`config.mk`:
```
export PLATFORM = sky130hd
export DESIGN_NAME = updown_load_reg_flat
export DESIGN_NICKNAME = d
export VERILOG_FILES = /design/src/rtl/updown_pkg.sv /design/src/rtl/updown_load_reg_if.sv /design/src/rtl/updown_step.sv /design/src/rtl/updown_load_reg.sv /design/src/flat_wrapper.sv
export SDC_FILE = /design/constraint.sdc
export NUM_CORES = 1
export LEC_CHECK = 0
export BUFFER_PORTS_ARGS = -buffer_cell sky130_fd_sc_hd__buf_2
export CORE_MARGIN = 5
export CORE_UTILIZATION = 45
export DETAILED_ROUTE_END_ITERATION = 8
export PLACE_DENSITY = 0.71
export SLEW_MARGIN = 20
export SYNTH_ARGS = -nofsm -noshare
export SYNTH_HDL_FRONTEND = slang
export SYNTH_SLANG_ARGS = --single-unit
```
`constraint.sdc`:
```
create_clock -name clock1 -period 2.62 [get_ports clock1]
set_input_delay 0.393 -clock clock1 [delete_from_list [all_inputs] [get_ports clock1]]
set_output_delay 0.393 -clock clock1 [all_outputs]
set_load 0.01 [all_outputs]
```
`src/rtl/updown_pkg.sv`:
```
// Shared types and helpers for the up/down loadable register.
package updown_pkg;

    // Operation selected each cycle, in priority order clr > load > step > hold.
    typedef enum logic [1:0] {
        OP_HOLD,
        OP_CLR,
        OP_LOAD,
        OP_STEP
    } op_e;

    // All-ones value of a register of the given width (width <= 63).
    function automatic logic [63:0] max_of(input int unsigned width);
        return (64'd1 << width) - 64'd1;
    endfunction

endpackage

```
`src/rtl/updown_load_reg_if.sv`:
```
// Control and status bundle of updown_load_reg; master drives commands, slave is the register.
interface updown_load_reg_if #(
    parameter int WIDTH = 4
);
    logic             enable;
    logic             clr;
    logic             next;
    logic             dec;
    logic [WIDTH-1:0] data_in;
    logic [WIDTH-1:0] decre_in;
    logic [WIDTH-1:0] data_out;
    logic             upd;
    logic             ovf;
    logic             unf;
    logic             zero;
    logic             max;

    modport master (
        output enable, clr, next, dec, data_in, decre_in,
        input  data_out, upd, ovf, unf, zero, max
    );

    modport slave (
        input  enable, clr, next, dec, data_in, decre_in,
        output data_out, upd, ovf, unf, zero, max
    );
endinterface

```
`src/rtl/updown_step.sv`:
```
// Combinational net add/subtract step with range detection.
// UPDOWN_SAT_EN selects saturating results; otherwise results wrap modulo 2^WIDTH.
module updown_step #(
    parameter int WIDTH = 4
) (
    input  logic [WIDTH-1:0] cur,
    input  logic [WIDTH-1:0] inc,
    input  logic [WIDTH-1:0] decr,
    output logic [WIDTH-1:0] nxt,
    output logic             ovf_hit,
    output logic             unf_hit
);
    // Two guard bits: one for the carry past 2^WIDTH-1, one for the sign.
    logic signed [WIDTH+1:0] r;

    always_comb begin
        r = $signed({2'b00, cur}) + $signed({2'b00, inc}) - $signed({2'b00, decr});
    end

    assign unf_hit = r[WIDTH+1];
    assign ovf_hit = ~r[WIDTH+1] & r[WIDTH];

`ifdef UPDOWN_SAT_EN
    assign nxt = ovf_hit ? {WIDTH{1'b1}} :
                 unf_hit ? {WIDTH{1'b0}} : r[WIDTH-1:0];
`else
    assign nxt = r[WIDTH-1:0];
`endif

endmodule

```
`src/rtl/updown_load_reg.sv`:
```
// WIDTH-bit loadable up/down register with sticky ovf/unf, zero/max status and an update strobe.
// Build option: define UPDOWN_SAT_EN for saturating arithmetic (default wraps).
module updown_load_reg
    import updown_pkg::*;
#(
    parameter int               WIDTH   = 4,
    parameter logic [WIDTH-1:0] RST_VAL = '0
) (
    input  logic              clock1,
    input  logic              rst_n,
    updown_load_reg_if.slave  bus
);
    localparam logic [WIDTH-1:0] MAX_VAL = WIDTH'(max_of(WIDTH));

    op_e              op;
    logic [WIDTH-1:0] data_q, data_d;
    logic             ovf_q, ovf_d;
    logic             unf_q, unf_d;
    logic             upd_q, upd_d;
    logic [WIDTH-1:0] inc_amt, dec_amt;
    logic [WIDTH-1:0] step_nxt;
    logic             step_ovf, step_unf;

    always_comb begin
        if (bus.clr)                     op = OP_CLR;
        else if (bus.enable)             op = OP_LOAD;
        else if (bus.next || bus.dec)    op = OP_STEP;
        else                             op = OP_HOLD;
    end

    assign inc_amt = bus.next ? bus.data_in  : '0;
    assign dec_amt = bus.dec  ? bus.decre_in : '0;

    updown_step #(.WIDTH(WIDTH)) u_step (
        .cur     (data_q),
        .inc     (inc_amt),
        .decr    (dec_amt),
        .nxt     (step_nxt),
        .ovf_hit (step_ovf),
        .unf_hit (step_unf)
    );

    always_comb begin
        // NOTE: every output gets a default first so no path leaves it unassigned (no latch).
        data_d = data_q;
        ovf_d  = ovf_q;
        unf_d  = unf_q;
        unique case (op)
            OP_CLR: begin
                data_d = RST_VAL;
                ovf_d  = 1'b0;
                unf_d  = 1'b0;
            end
            OP_LOAD: data_d = bus.data_in;
            OP_STEP: begin
                data_d = step_nxt;
                ovf_d  = ovf_q | step_ovf;
                unf_d  = unf_q | step_unf;
            end
            default: ;
        endcase
        // Strobe only on an actual value change; identical loads and zero steps stay quiet.
        upd_d = (data_d != data_q);
    end

    always_ff @(posedge clock1 or negedge rst_n) begin
        if (!rst_n) begin
            data_q <= RST_VAL;
            ovf_q  <= 1'b0;
            unf_q  <= 1'b0;
            upd_q  <= 1'b0;
        end else begin
            // NOTE: non-blocking so every register samples pre-edge values of the others.
            data_q <= data_d;
            ovf_q  <= ovf_d;
            unf_q  <= unf_d;
            upd_q  <= upd_d;
        end
    end

    assign bus.data_out = data_q;
    assign bus.upd      = upd_q;
    assign bus.ovf      = ovf_q;
    assign bus.unf      = unf_q;
    assign bus.zero     = (data_q == '0);
    assign bus.max      = (data_q == MAX_VAL);

endmodule

```
`src/flat_wrapper.sv`:
```
// flat-port wrapper written by rule: the top's interface ports become plain ports
module updown_load_reg_flat import updown_pkg::*;
#(
    parameter int               WIDTH   = 4,
    parameter logic [WIDTH-1:0] RST_VAL = '0
)
  (clock1, rst_n, bus_enable, bus_clr, bus_next, bus_dec, bus_data_in, bus_decre_in, bus_data_out, bus_upd, bus_ovf, bus_unf, bus_zero, bus_max);
  updown_load_reg_if #(.WIDTH(WIDTH)) bus_i ();
  input  logic clock1;
  input  logic rst_n;
  input wire logic [$bits(bus_i.enable)-1:0] bus_enable;
  input wire logic [$bits(bus_i.clr)-1:0] bus_clr;
  input wire logic [$bits(bus_i.next)-1:0] bus_next;
  input wire logic [$bits(bus_i.dec)-1:0] bus_dec;
  input wire logic [$bits(bus_i.data_in)-1:0] bus_data_in;
  input wire logic [$bits(bus_i.decre_in)-1:0] bus_decre_in;
  output wire logic [$bits(bus_i.data_out)-1:0] bus_data_out;
  output wire logic [$bits(bus_i.upd)-1:0] bus_upd;
  output wire logic [$bits(bus_i.ovf)-1:0] bus_ovf;
  output wire logic [$bits(bus_i.unf)-1:0] bus_unf;
  output wire logic [$bits(bus_i.zero)-1:0] bus_zero;
  output wire logic [$bits(bus_i.max)-1:0] bus_max;
  assign bus_i.enable = bus_enable;
  assign bus_i.clr = bus_clr;
  assign bus_i.next = bus_next;
  assign bus_i.dec = bus_dec;
  assign bus_i.data_in = bus_data_in;
  assign bus_i.decre_in = bus_decre_in;
  assign bus_data_out = bus_i.data_out;
  assign bus_upd = bus_i.upd;
  assign bus_ovf = bus_i.ovf;
  assign bus_unf = bus_i.unf;
  assign bus_zero = bus_i.zero;
  assign bus_max = bus_i.max;
  updown_load_reg #(.WIDTH(WIDTH), .RST_VAL(RST_VAL)) u_core (.clock1(clock1), .rst_n(rst_n), .bus(bus_i));
endmodule
```
# [Word level (Yosys, flattened, before mapping)]
# Index checks and enable logic that the tools add are counted.
[totals] out_inout_bits=9 wordCells=26 register_bits=7 in_bits=14
[op_classes] n_eq_ne=5 addsub=2 bitwise_logic=4 mux=8 n_reduce_logical=3
[ops] operator="$pmux 4 s3" n=1
[ops] operator="$mux 4" n=2
[ops] operator="$mux 2" n=3
[ops] operator="$sub 6x5->6" n=1
[ops] operator="$add 4x4->5" n=1
[ops] operator="$eq 2x2->1 const B" n=2
[ops] operator="$eq 4x4->1 const B" n=1
[ops] operator="$logic_not 4->1" n=1
[ops] operator="$ne 4x4->1" n=1
[ops] operator="$pmux 1 s2" n=2
[ops] operator="$eq 2x1->1 const B" n=1
[ops] operator="$or 1x1->1" n=2
[ops] operator="$reduce_bool 2->1" n=1
[ops] operator="$and 1x1->1" n=1
[ops] operator="$logic_or 1x1->1" n=1
[ops] operator="$not 1->1" n=1

# [Logic depth before layout (Yosys ltp)]
[logic_depth] ltp_word=7 depth_mapped=11 ltp_nobuf=11

# [Cells and area by module]
# From an unflattened synthesis, not the netlist that was laid out.
[unflattened] hier_cells=104 hier_area_um2=842.1
[modules_own_cells] module="updown_load_reg" n_inst=1 cells_each=70 seq_area_each_um2=175.2 area_per_inst_um2=565.5
[modules_own_cells] module="updown_step" n_inst=1 cells_each=34 seq_area_each_um2=0.0 area_per_inst_um2=276.5

# [Worst setup path before layout]
# No wires, ideal clock.
[synth_timing] kind="input to register" startpoint="in bus_next" endpoint="reg u_core.upd_q, in the netlist u_core.bus.upd" n_path_buf=0 cell_stages=10 setup_slack_ns=0.033 arrival_ns=2.447 t_required_ns=2.480 setup_ns=0.140 cell_sequence="and2_1 -> ha_1 -> fa_1 -> xor2_1 -> ha_1 -> a21o_1 -> a31oi_1 -> xnor2_1 -> mux2i_1 -> o311ai_1"
[synth_via] elab_chain_len=7 word_cells_on_any_way=12 classes_between="2 x add/sub; 4 x eq/ne; 5 x mux; 1 x reduce/logical"
[synth_lines] item="start, declared" line="flat_wrapper.sv:13" source="input wire logic [$bits(bus_i.next)-1:0] bus_next;"
[synth_lines] item="branches (longest 5 deep; another with $sub 6x5->6)"
[synth_lines] item="$pmux 4 s3 *" line="updown_load_reg.sv:48" source="unique case (op)"
[synth_lines] item="$ne 4x4->1 *" line="updown_load_reg.sv:63" source="upd_d = (data_d != data_q);"
[synth_lines] item="via u_core.upd_d" line="updown_load_reg.sv:19" source="logic upd_q, upd_d;"
[synth_lines] item="end signal, assigned" line="updown_load_reg.sv:77" source="upd_q <= upd_d;"
[synth_lines] item="end, declared" line="updown_load_reg.sv:19"
# Mark *: on every way through the listed nets, which the timed path passes.
# A chain may end at the register's enable or synchronous reset.

# [Worst setup path in the final report]
[layout_timing] startpoint="reg u_core.data_q[0], in the netlist u_core.bus.data_out[0]" endpoint="reg u_core.upd_q, in the netlist u_core.bus.upd"
[layout_via] elab_chain_len=4
[layout_lines] item="start, declared" line="updown_load_reg.sv:16" source="logic [WIDTH-1:0] data_q, data_d;"
[layout_lines] item="start signal, assigned" line="updown_load_reg.sv:74" source="data_q <= data_d;"
[layout_lines] item="$add 4x4->5" line="updown_step.sv:17" source="r = $signed({2'b00, cur}) + $signed({2'b00, inc}) - $signed({2'b00, decr});"
[layout_lines] item="$sub 6x5->6" line="updown_step.sv:17"
[layout_lines] item="$pmux 4 s3" line="updown_load_reg.sv:48"
[layout_lines] item="$ne 4x4->1 *" line="updown_load_reg.sv:63"
[layout_lines] item="via u_core.upd_d" line="updown_load_reg.sv:19"
# The timed path passes the listed nets; every way through them passes the cells marked *.

==> flow_summary_export.csv <==
group,metric,value,unit
outcome,status,"finished, final reports clean",
setup_path,endpoint_kind,"flop",
logic_synthesis,yosysSeqAreaShare,22.5,%
logic_synthesis,syn_avg_cell_area,8.01,um2
logic_synthesis,ys_types,37,
logic_synthesis,synth_top_cells_by_area,"dfrtp_1, ha_1, a21oi_1, nor2_1, fa_1",
final_layout,multi_input_area,606,um2
placed_design,io_buffers,22,
final_layout,areaGrowthSynthToFinish,32.7,%
routing,drt_iter0_markers,36,
sta,setup_viol,0,
sta,finalCritPeriodShare,95.6,%
clock_tree,clock_latency,0.25,ns
clock_tree,cts_tree,"built",
setup_path,critPathKind,"flop to flop",
clock_tree,cts-root-buf,"clkbuf_4",
power,p_per_area,541,mW/mm2
global_routing,grt_remaining_overflow,0,
logic_synthesis,synth.most_common_cell,"nor2_1",
routing,dr.pass1.iters,4,
setup_path,required,2.76,ns
global_routing,grt_max_degree,13,
sta,setup_tns,0,ns
floorplanning,fp.dieW,51.6,um
sta,skew,0.00261,ns
global_routing,grt_pass1_vias,836,
routing,wl,2180,um
placed_design,gp_congestion,0.864,
power,p_leak,0.000517,uW
logic_synthesis,syn_area,777,um2
floorplanning,num_rows,15,
logic_synthesis,yosys_most_used_dff,"dfrtp_1",
run,drv_cap,0,
routing,final_antenna_net_count,0,
sta,hold_viol_final,0,
clock_tree,numClockSinks,7,
logic_synthesis,synth_edf_count,0,
floorplanning,core,0.00169,mm2
global_routing,grt_usage,18.3,%
floorplanning,io-pin-count,23,
floorplanning,dieArea,0.00266,mm2
clock_tree,htree_levels,1,
logic_synthesis,synth-seq-cells,7,
clock_tree,cts.clk_slew.worst_paths,0.06,ns
placed_design,hpwlAfterDp,1760,um
clock_tree,clockBufferDepth,2,
setup_path,max_stage_delay,0.39,ns
routing,vias,829,
logic_synthesis,synth_cells,97,
final_layout,finalNetCount,154,
setup_path,critPathLaunchType,"flop",
setup_path,cp_slowest_cell,"dfrtp_1",
setup_path,cp_num_buf_inv,0,
routing,via_per_inst,5.68,
logic_synthesis,synthArstFlopShare,100,%
sta,maxSlewHeadroom,71.9,%
routing,drc,0,
setup_path,cpMostUsedCell,"xor2_1",
logic_synthesis,netlist_top_cells_count,"nor2_1, a21oi_1, ha_1, nand2_1, dfrtp_1",
final_layout,drive_gt1_share,31.0,%
setup_path,critPathTopFamily,"adder cells",
global_routing,antenna_found_initial,0,
sta,max_freq,0.399,GHz
routing,wl_per_cell,14.9,um
floorplanning,start_util,46.0,%
clock_tree,cts_made_buffers,3,
logic_synthesis,yosys.area.top_type_share,22.5,%
sta,fin_crit,2.50,ns
power,ir_worst_vdd,0.000340,V
setup_path,cp_data_arrival_time,2.65,ns
sta,hold_slack,0.430,ns
logic_synthesis,yosysTopAreaCell,"dfrtp_1",
sta,worstMarginPinSlew,0.418,ns
global_routing,grt_pass1_wl,3580,um
setup_path,path_cells,"ha_2 -> fa_2 -> xor2_1 -> ha_1 -> xor2_1 -> or3_1 -> a211oi_2 -> a211oi_1 -> o311ai_1",
logic_synthesis,yosys_warnings,0,
final_layout,antenna_cells,0,
min_path,hp-class,"primary input to flop",
floorplanning,chipHeight,51.6,um
sta,rsz0062_at_grt,"false",
setup_path,critPathMaxFanout,3,
final_layout,regArea,175,um2
final_layout,fillCellCount,157,
logic_synthesis,synth_nets,121,
sta,slew_violations,0,
-- cells in the final DEF, fill, tap and decap left out, types with 2 or more instances in the layout --
cell	synthesis	routed
buf_2	1	22
nor2_1	11	11
nand2_1	8	8
a21oi_1	9	8
buf_4	0	8
ha_1	8	7
dfrtp_1	7	7
inv_1	6	6
and2_1	5	5
nor2b_1	3	3
clkbuf_4	0	3
a211oi_1	3	2
a21o_1	2	2
xor2_1	2	2
mux2_1	2	2
o21a_1	2	2
nor3_1	2	2
fa_2	0	2
-- cells by family (layout without fill, tap and decap cells) --
kind of cell	Yosys count	count (layout)	share of synthesized area [%]
compound gates	27	27	22.5
xor+xnor	4	4	4.51
fa+ha+maj	10	10	18.0
buf+inv	9	41	4.51
flops	7	7	22.5
mux	3	3	4.19
simple gates	37	37	23.7
-- registers in the layout, indices dropped and copies added, names as in the netlist --
| register | cells |
|---|---|
| u_core.bus.data_out | 4 |
| u_core.bus.ovf | 1 |
| u_core.bus.unf | 1 |
| u_core.bus.upd | 1 |
-- worst reg2reg max path, delay by kind of cell, from the launching register on --
kind / cells / cell delay, ns
xor+xnor: 2 / 0.37
compound gates: 3 / 0.41
fa+ha+maj: 3 / 0.88
simple gates: 1 / 0.34
flops: 1 / 0.39
-- area by class of cell --
type,count,area share (%)
Clock buffer,4,2.55
Multi-Input combinational cell,81,58.7
Inverter,6,2.18
Sequential cell,7,17.0
Timing Repair Buffer,31,17.5
Tap cell,17,2.06
-- layer usage --
layer,up-vias,global-route usage (%),share of wire (%)
li1,412,-,-
met1,381,21.7,43
met2,32,30.5,49
met3,4,4.30,6.3
met4,0,9.17,1.6
met5,-,0,0
-- worst paths after layout --
check | start | to | slack (ns) | cells past startpoint
setup / recovery | u_core.bus.data_out[0] | u_core.bus.upd | 0.12 | 9
hold / removal | bus_data_in[3] | u_core.bus.data_out[3] | 0.43 | 3
setup reg to reg | u_core.bus.data_out[0] | u_core.bus.upd | 0.12 | 9
hold reg to reg | u_core.bus.unf | u_core.bus.unf | 0.50 | 2
max in group asynchronous | rst_n | u_core.bus.data_out[3] | 1.94 | 2
min in group asynchronous | rst_n | u_core.bus.data_out[2] | 0.52 | 2
-- where the power goes --
group | switching (uW) | leakage (uW) | internal (uW)
Clock | 41.2 | 0.0000150 | 58.2
Combinational | 168 | 0.000412 | 154
Sequential | 13.5 | 0.0000896 | 123
Total | 222 | 0.000517 | 335
-- stage by stage --
step,utilization [%],cell area (um2),setup WS [ns],instances,power (uW)
after floorplan,-,777,0.0330,97,329
after global placement,56.1,948,-0.241,140,406
after detailed placement,56.1,948,-0.338,140,418
after CTS,60.5,1020,0.0384,146,558
after global routing,61.0,1030,0.0214,146,607
final,61.0,1030,0.115,146,558
-- repair_timing --
| item | 4_1_cts | 5_1_grt |
|---|---|---|
| setup endpoints to repair | 2 | 2 |
| pin swaps | 2 | 0 |
| hold buffers | 1 | 0 |
| hold endpoints to repair | 7 | 0 |
| gates resized for setup | 5 | 3 |
| buffers inserted | 1 | 0 |
No activity file was read; power rests on OpenSTA's default activity.
